## src/rtl/bz_sound_pkg.sv

```systemverilog
// rtl/bz_sound_pkg.sv - shared types and envelope peaks for the shell/explosion sound block
package bz_sound_pkg;

    typedef logic [7:0]         env_t;
    typedef logic signed [15:0] audio_t;

    localparam env_t SHELL_PEAK      = 8'hC0;
    localparam env_t EXPLO_PEAK_LOUD = 8'hFF;
    localparam env_t EXPLO_PEAK_SOFT = 8'h80;

endpackage

```

## src/rtl/env_decay.sv

```systemverilog
// rtl/env_decay.sv - 8-bit decaying envelope with sample-rate prescaler
//
// Ports:
//   clk, rst_n  clock, asynchronous active-low reset
//   sample_en   audio sample strobe; advances the prescaler
//   enable      0 clears envelope and prescaler on the next clk
//   start       load peak and restart the prescaler (wins over a decay step)
//   peak        value loaded on start
//   env         current envelope
module env_decay
    import bz_sound_pkg::*;
#(
    parameter int DIV         = 48,
    parameter int DECAY_SHIFT = 4
) (
    input  logic clk,
    input  logic rst_n,
    input  logic sample_en,
    input  logic enable,
    input  logic start,
    input  env_t peak,
    output env_t env
);

    localparam int CW = (DIV > 1) ? $clog2(DIV) : 1;
    localparam logic [CW-1:0] LAST = CW'(DIV - 1);

    logic [CW-1:0] cnt;
    env_t          dec;

    // Fractional decay, but never less than 1 so the tail actually reaches 0.
    always_comb begin
        dec = env >> DECAY_SHIFT;
        if (dec == '0) begin
            dec = 8'd1;
        end
    end

    always_ff @(posedge clk or negedge rst_n) begin
        if (!rst_n) begin
            env <= '0;
            cnt <= '0;
        end else if (!enable) begin
            env <= '0;
            cnt <= '0;
        end else if (start) begin
            env <= peak;
            cnt <= '0;
        end else if (sample_en && env != '0) begin
            // cnt is left at 0 by the wrap that takes env to 0, so it freezes there.
            if (cnt == LAST) begin
                cnt <= '0;
                env <= env - dec;
            end else begin
                cnt <= cnt + 1'b1;
            end
        end
    end

endmodule

```

## src/rtl/shell_explo_sound.sv

```systemverilog
// rtl/shell_explo_sound.sv - shell and explosion noise channels, filter and mixer
//
// Ports:
//   clk, rst_n    clock, asynchronous active-low reset
//   sample_en     one-cycle audio sample strobe
//   sound_enable  0 silences and clears the block
//   shell_noise   shell noise bit
//   explo_noise   explosion noise bit
//   shell_trig    rising edge starts a shell sound
//   explo_trig    rising edge starts an explosion
//   explo_loud    explosion peak select, sampled on the trigger edge
//   audio_out     signed mixed sample
//   busy          at least one envelope nonzero
module shell_explo_sound
    import bz_sound_pkg::*;
#(
    parameter int SHELL_DECAY_DIV = 48,
    parameter int EXPLO_DECAY_DIV = 192,
    parameter int DECAY_SHIFT     = 4,
    parameter int LPF_SHIFT       = 3
) (
    input  logic   clk,
    input  logic   rst_n,
    input  logic   sample_en,
    input  logic   sound_enable,
    input  logic   shell_noise,
    input  logic   explo_noise,
    input  logic   shell_trig,
    input  logic   explo_trig,
    input  logic   explo_loud,
    output audio_t audio_out,
    output logic   busy
);

    logic               prev_shell;
    logic               prev_explo;
    logic               shell_rise;
    logic               explo_rise;
    env_t               env_shell;
    env_t               env_explo;
    env_t               explo_peak;
    logic signed [8:0]  x_shell;
    logic signed [8:0]  x_explo;
    logic signed [11:0] y;
    logic signed [12:0] diff;
    logic signed [12:0] step;
    logic signed [15:0] mix;

    assign shell_rise = shell_trig & ~prev_shell;
    assign explo_rise = explo_trig & ~prev_explo;
    assign explo_peak = explo_loud ? EXPLO_PEAK_LOUD : EXPLO_PEAK_SOFT;

    env_decay #(
        .DIV         (SHELL_DECAY_DIV),
        .DECAY_SHIFT (DECAY_SHIFT)
    ) u_shell (
        .clk       (clk),
        .rst_n     (rst_n),
        .sample_en (sample_en),
        .enable    (sound_enable),
        .start     (shell_rise),
        .peak      (SHELL_PEAK),
        .env       (env_shell)
    );

    env_decay #(
        .DIV         (EXPLO_DECAY_DIV),
        .DECAY_SHIFT (DECAY_SHIFT)
    ) u_explo (
        .clk       (clk),
        .rst_n     (rst_n),
        .sample_en (sample_en),
        .enable    (sound_enable),
        .start     (explo_rise),
        .peak      (explo_peak),
        .env       (env_explo)
    );

    always_comb begin
        x_shell = shell_noise ? $signed({1'b0, env_shell}) : -$signed({1'b0, env_shell});
        x_explo = explo_noise ? $signed({1'b0, env_explo}) : -$signed({1'b0, env_explo});
        diff    = {{4{x_explo[8]}}, x_explo} - {y[11], y};
        step    = diff >>> LPF_SHIFT;
        // Mix uses the filter value from before this sample's update.
        mix     = {{7{x_shell[8]}}, x_shell} + {{4{y[11]}}, y};
    end

    always_ff @(posedge clk or negedge rst_n) begin
        if (!rst_n) begin
            prev_shell <= 1'b0;
            prev_explo <= 1'b0;
            y          <= '0;
            audio_out  <= '0;
        end else begin
            prev_shell <= shell_trig;
            prev_explo <= explo_trig;
            if (!sound_enable) begin
                y         <= '0;
                audio_out <= '0;
            end else if (sample_en) begin
                y         <= y + 12'(step);
                audio_out <= mix <<< 6;
            end
        end
    end

    assign busy = (env_shell != '0) || (env_explo != '0);

endmodule

```

## config.mk

```make
export PLATFORM = sky130hd
export DESIGN_NAME = shell_explo_sound
export DESIGN_NICKNAME = d
export VERILOG_FILES = /design/src/rtl/bz_sound_pkg.sv /design/src/rtl/env_decay.sv /design/src/rtl/shell_explo_sound.sv
export SDC_FILE = /design/constraint.sdc
export NUM_CORES = 1
export LEC_CHECK = 0
export CAP_MARGIN = 20
export CORE_ASPECT_RATIO = 0.75
export CORE_MARGIN = 2
export CORE_UTILIZATION = 55
export CTS_CLUSTER_DIAMETER = 60
export DETAILED_ROUTE_END_ITERATION = 10
export GPL_TIMING_DRIVEN = 0
export PLACE_DENSITY = 0.74
export SLEW_MARGIN = 25
export SYNTH_ARGS = -nofsm -noshare
export SYNTH_HDL_FRONTEND = slang
export SYNTH_SLANG_ARGS = --single-unit
```

## constraint.sdc

```tcl
create_clock -name clk -period 3.7 [get_ports clk]
set_input_delay 1.11 -clock clk [delete_from_list [all_inputs] [get_ports clk]]
set_output_delay 1.11 -clock clk [all_outputs]
set_load 0.03 [all_outputs]
```

# Yosys cells after proc, flatten, opt, wreduce, memory -nomap -nowiden
# Cells that the tools add are included.
[classes]
muxes = 25
n_bitwise = 4
eq_ne = 7
n_addsub = 9
n_reduce_logical = 9
[ops]
columns = ["op", "n"]
rows = [
  ["2-to-1 mux 8 bit", 12],
  ["2-to-1 mux 16 bit", 2],
  ["2-to-1 mux 12 bit", 2],
  ["2-to-1 mux 6 bit", 4],
  ["2-to-1 mux 9 bit", 2],
  ["negation 8 -> 9 bit", 2],
  ["logical NOT 8 bit", 2],
  ["nonzero test 8 bit", 2],
  ["subtractor 8 bit", 2],
  ["subtractor 9 x 12 -> 13 bit", 1],
  ["adder 12 x 10 -> 12 bit", 1],
  ["inequality test 3 x 1 -> 1 bit (second input constant)", 4],
  ["adder 9 x 10 -> 10 bit", 1],
  ["adder 8 x 1 -> 8 bit (second input constant)", 1],
  ["equality test 8 bit (second input constant)", 1],
  ["2-to-1 mux 4 bit", 2],
  ["2-to-1 mux 7 bit", 1],
  ["adder 6 x 1 -> 6 bit (second input constant)", 1],
  ["equality test 6 bit (second input constant)", 1],
  ["AND reduction 2 bit", 2],
  ["AND 1 bit", 2],
  ["logical AND 1 bit", 2],
  ["inequality test 2 bit (second input constant)", 1],
  ["NOT 1 bit", 2],
  ["logical OR 1 bit", 1],
]
[word_totals]
input_bits = 9
word_cells = 62
output_inout_bits = 17
reg_bits = 60

# Longest topological paths before layout
[depth]
depth_word = 7
mapped_depth = 18
mapped_depth_nobuf = 18

# By module
# From an unflattened synthesis, not the netlist that was laid out.
[hier_totals]
hier_cells = 535
hier_area_um2 = 4539.4
[modules_own_cells]
columns = ["module", "area_each_um2", "cells_each", "n_inst", "seq_area_each_um2"]
rows = [
  ["shell_explo_sound", 2591.2, 318, 1, 600.6],
  ["env_decay (u_explo)", 1028.5, 117, 1, 400.4],
  ["env_decay (u_shell)", 919.6, 100, 1, 350.3],
]

# Worst setup path after synthesis
# OpenSTA, ideal clock, no wires.
[synth_path]
path_type = "input to register"
startpoint = "in explo_noise"
endpoint = "reg y[10]"
path_stages = 15
t_arrival_ns = 4.206
required_time_ns = 3.574
slack_ns = -0.632
setup_ns = 0.126
cell_sequence = "clkbuf_1 > a21oi_1 > xnor2_1 > ha_1 > a21oi_1 > a21boi_0 > a211oi_2 > o21ai_1 > a2111oi_0 > nand3b_1 > ha_1 > a21o_1 > a21o_1 > o2111a_1 > a311o_1"
[synth_via]
elab_chain_cells = 5
[synth_lines]
columns = ["item", "line_no", "source"]
rows = [
  ["start, declared", "shell_explo_sound.sv:27", "input logic explo_noise,"],
  ["2-to-1 mux 9 bit", "shell_explo_sound.sv:81", "x_explo = explo_noise ? $signed({1'b0, env_explo}) : -$signed({1'b0, env_explo});"],
  ["subtractor 9 x 12 -> 13 bit", "shell_explo_sound.sv:82", "diff = {{4{x_explo[8]}}, x_explo} - {y[11], y};"],
  ["adder 12 x 10 -> 12 bit", "shell_explo_sound.sv:101", "y <= y + 12'(step);"],
  ["2-to-1 mux 12 bit", "shell_explo_sound.sv:100", "end else if (sample_en) begin"],
  ["2-to-1 mux 12 bit", "shell_explo_sound.sv:97", "if (!sound_enable) begin"],
  ["end signal, assigned", "shell_explo_sound.sv:101", ""],
  ["end, declared", "shell_explo_sound.sv:44", "logic signed [11:0] y;"],
]
# No other way between the ends. The select of a mux whose other input is x is not followed.
# A chain may end at the register's enable or synchronous reset.

# Final worst setup path
[layout_path]
startpoint = "in explo_noise"
endpoint = "reg y[11]"
# Same word-level chain as after synthesis.

==> metrics.md <==
| Metric | Value |
|---|---|
| Status | `complete, but fails checks` |
| Failing checks | `setup timing` |
| Reg power frac | `between 15 and 20%` |
| Slowest CP cell | `ha_1` |
| Avg Vias per Cell | `6.058` |
| Number of synthesized register bits | `54` |
| Top-area cell type share of the netlist area | `between 30% and 40%` |
| Fin crit period | `between 3 and 4 ns` |
| Routability cong. | `0.8832` |
| Post-Synthesis Mean Instance Area | `~8.6 µm²` |
| Nets@finish | `around 620` |
| RSZ-0062 raised after global routing | `true` |
| Switch share | `~47%` |
| Detail Route Antenna Nets | `0` |
| Global-route congestion overflow total | `0` |
| Final Hold Fails | `0` |
| First-pass GRT wire length | `18600 µm` |
| Via Count | `about 4k` |
| Buffers on Ports | `15` |
| Worst reg-to-reg setup slack | `-0.15 ns` |
| Capturing point of the worst reg2reg path | `y[11]` |
| Post-synth top area cell | `dfrtp_1` |
| Critical path, cell by cell | `clkbuf_16, a21oi_2, xor2_2, ha_1, and4_4, a211oi_4, buf_4, xnor2_1, ha_1, o21a_1, o2111ai_4, o211ai_1, a31o_2, mux2i_1, mux2i_1` |
| Drt pass-1 iters | `5` |
| Post-Place Cells | `between 600 and 700` |
| Fmax | `approximately 250 MHz` |
| Post-synthesis sequential area ratio | `30.07%` |
| Final Slew Violations | `0` |
| Worst VDD drop | `~0.66 mV` |
| Die Span Y | `a little over 80 µm` |
| Post-route DRC violation count | `0` |
| Cell Int Power | `0.002882 W` |
| Worst min path class | `register to register` |
| Synth-to-Final Area Change | `19.85%` |
| Post-synth EDFFs | `0` |
| Synth Instances | `between 500 and 600` |
| Worst reg2reg path depth | `17` |
| Die W | `~110 µm` |
| CTS max path bufs | `2` |
| RR Startpoint | `u_explo.env[4]` |
| CP bufs+invs | `2` |
| Clock power frac | `7.9%` |
| Cts bufs inserted | `5` |
| P per Cell Area | `a little over 1000 nW/µm²` |
| Detailed Route WL | `between 10000 and 15000 µm` |
| Net Switching | `0.002596 W` |
| Initial antenna violation count | `0` |
| H-tree Lvls | `2` |
| Clock Skews | `between 0.015 and 0.02 ns` |
| Largest net degree at the start of global routing | `29` |
| Crit. End Element | `register` |
| Setup slack after layout | `-0.2579 ns` |
| Combinational power share | `between 70% and 80%` |
| Relative slew slack | `58.76%` |
| WHS Endpoint | `audio_out[12]` |
| Total track usage | `26.30%` |
| Clock-pin slew on the worst setup and hold paths | `roughly 0.12 ns` |
| Final std cells w/o fill | `671` |
| Starting DRT DRC Count | `232` |
| WP data required | `about 4 ns` |
| MaxCap Viol Count | `0` |
| Slowest stage delay, CP | `around 0.33 ns` |
| Avg WL per Cell | `about 17 µm` |
| Hold Path Origin | `audio_out[12]` |
| Period utilization | `107.0%` |
| # IOs | `26` |
| CTS tree | `yes` |
| Fillers | `roughly 640` |
| Asr flop ratio synth | `100.0%` |
| FP Rows | `28` |
| Fin Hold WS | `~0.50 ns` |
| CTS Sinks | `54` |
| Cell area after synthesis | `about 4500 µm²` |
| Die area | `about 8900 µm²` |
| Diodes inserted | `0` |
| Vias in the first global route | `between 3k and 4k` |
| Starting Density | `between 50% and 60%` |
| Yosys warns | `0` |
| Skew-Pair Late Insertion Delay | `roughly 0.32 ns` |
| CP Class | `input port to register` |
| Core Box Area | `7918 µm²` |
| Detailed placer's ending HPWL | `between 8000 and 9000 µm` |
| Post-synth top flop | `dfrtp_1` |
| CP max FO | `8` |
| Synth top area cells | `dfrtp_1, ha_1, a21oi_1` |
| CP Launch Type | `input port` |
| Arrival time worst endpoint | `4.22 ns` |
| Worst Tran Pin Value | `about 0.6 ns` |
| Synth cell types | `just under 70` |
| Clk Tree Root Cell | `clkbuf_8` |
| Layout cell share with drive strength beyond 1 | `18.55%` |
| Leak Pwr | `roughly 2.3 nW` |
| Largest delay contributor family on the critical path | `compound AO/OA/AOI/OAI gates` |
| Final Core Density | `68.03%` |
| Final setup violating endpoints | `6` |
| Hold Crit Depth | `2` |
==> per-stage QoR <==
| stage | total power [W] | TNS, ns | cell area (µm²) | worst slack (ns) |
|---|---|---|---|---|
| final | 0.005478 | -0.9019 | 5386 | -0.2579 |
| after global routing | 0.005874 | -1.838 | 5386 | -0.3720 |
| after CTS | 0.004561 | -0.6571 | 5137 | -0.2388 |
| after detailed placement | 0.003806 | -3.175 | 4898 | -0.7090 |
| after global placement | 0.003686 | -17.33 | 4881 | -0.5567 |
| after floorplan | 0.003237 | -1.063 | 4599 | -0.3253 |
==> metal layers <==
metal	vias up	wire, µm	GRT usage [%]
li1	1947	-	-
met1	1955	5249	36.42
met2	137	5311	42.64
met3	26	619	4.003
met4	0	266	8.718
met5	-	0	0
==> what timing repair did <==
item / in CTS / in global routing
pin swaps: 17 / 30
setup endpoints to repair: 5 / 9
hold buffers: 0 / 0
gates resized for setup: 18 / 33
buffers inserted: 7 / 10
==> layout make-up <==
cell class	instances	area, µm²	area share (%)
Tap cell	105	131.4	2.439
Clock buffer	5	68.82	1.278
Multi-Input combinational cell	413	3216	59.70
Sequential cell	54	1353	25.11
Clock inverter	3	48.80	0.9059
Timing Repair Buffer	33	297.8	5.528
Buffer	20	128.9	2.393
Inverter	38	142.6	2.648
==> synth_stat cells, types with 12 or more instances <==
| master | n |
|---|---|
| a21oi_1 | 44 |
| dfrtp_1 | 54 |
| ha_1 | 44 |
| inv_1 | 36 |
| nand2_1 | 36 |
| nor2_1 | 49 |
| nor3_1 | 23 |
| o21a_1 | 12 |
| o21ai_0 | 18 |
| xnor2_1 | 21 |
| xor2_1 | 16 |
==> registers in the layout, summed over array words and instances (netlist names) <==
name and flops:
u_shell.cnt 6, u_explo.cnt 8, prev_explo 1, u_shell.env 8, prev_shell 1, y 12, audio_out 10, u_explo.env 8
==> worst max path at each step <==
stage | start | end | cells after the start
finish | explo_noise | y[11] | 15
global route | explo_noise | y[11] | 15
CTS | explo_noise | y[11] | 16
detailed placement | explo_noise | y[11] | 16
global placement | explo_noise | y[11] | 16
floorplan | explo_noise | y[11] | 16
==> worst reg2reg max path, delay by kind of cell, from the launching register on <==
kind / cells / cell delay [ns]
buf+inv: 1 / 0.18
simple gates: 1 / 0.28
compound gates: 9 / 1.56
flops: 1 / 0.37
fa+ha+maj: 2 / 0.57
xor+xnor: 2 / 0.47
mux: 2 / 0.37
==> power groups by stage <==
stage                     combinational, W  clock (W)  sequential (W)
final                              0.00422   0.000434        0.000826
after global routing               0.00457   0.000464        0.000844
after CTS                          0.00330   0.000441        0.000817
after detailed placement           0.00298          0        0.000827
after global placement             0.00286          0        0.000822
after floorplan                    0.00242          0        0.000818
==> cells in the final DEF (no fill, tap or decap), types with 19 or more instances in the layout <==
cell and n:
xnor2_1 19, nand2_1 35, dfrtp_1 53, nor2_1 46, buf_4 26, nor3_1 20, inv_1 35, ha_1 35
a21oi_1 36
==> cells by family (layout without fill, tap and decap cells) <==
kind of cell,Yosys count,in the layout,synth area share (%)
compound gates,142,142,21.69
xor+xnor,37,37,7.210
fa+ha+maj,48,48,14.03
buf+inv,58,99,5.568
flops,54,54,30.07
mux,10,10,2.283
other cells,1,6,0.08344
simple gates,170,170,19.07
Note: power is estimated with default switching activity, not from simulation.
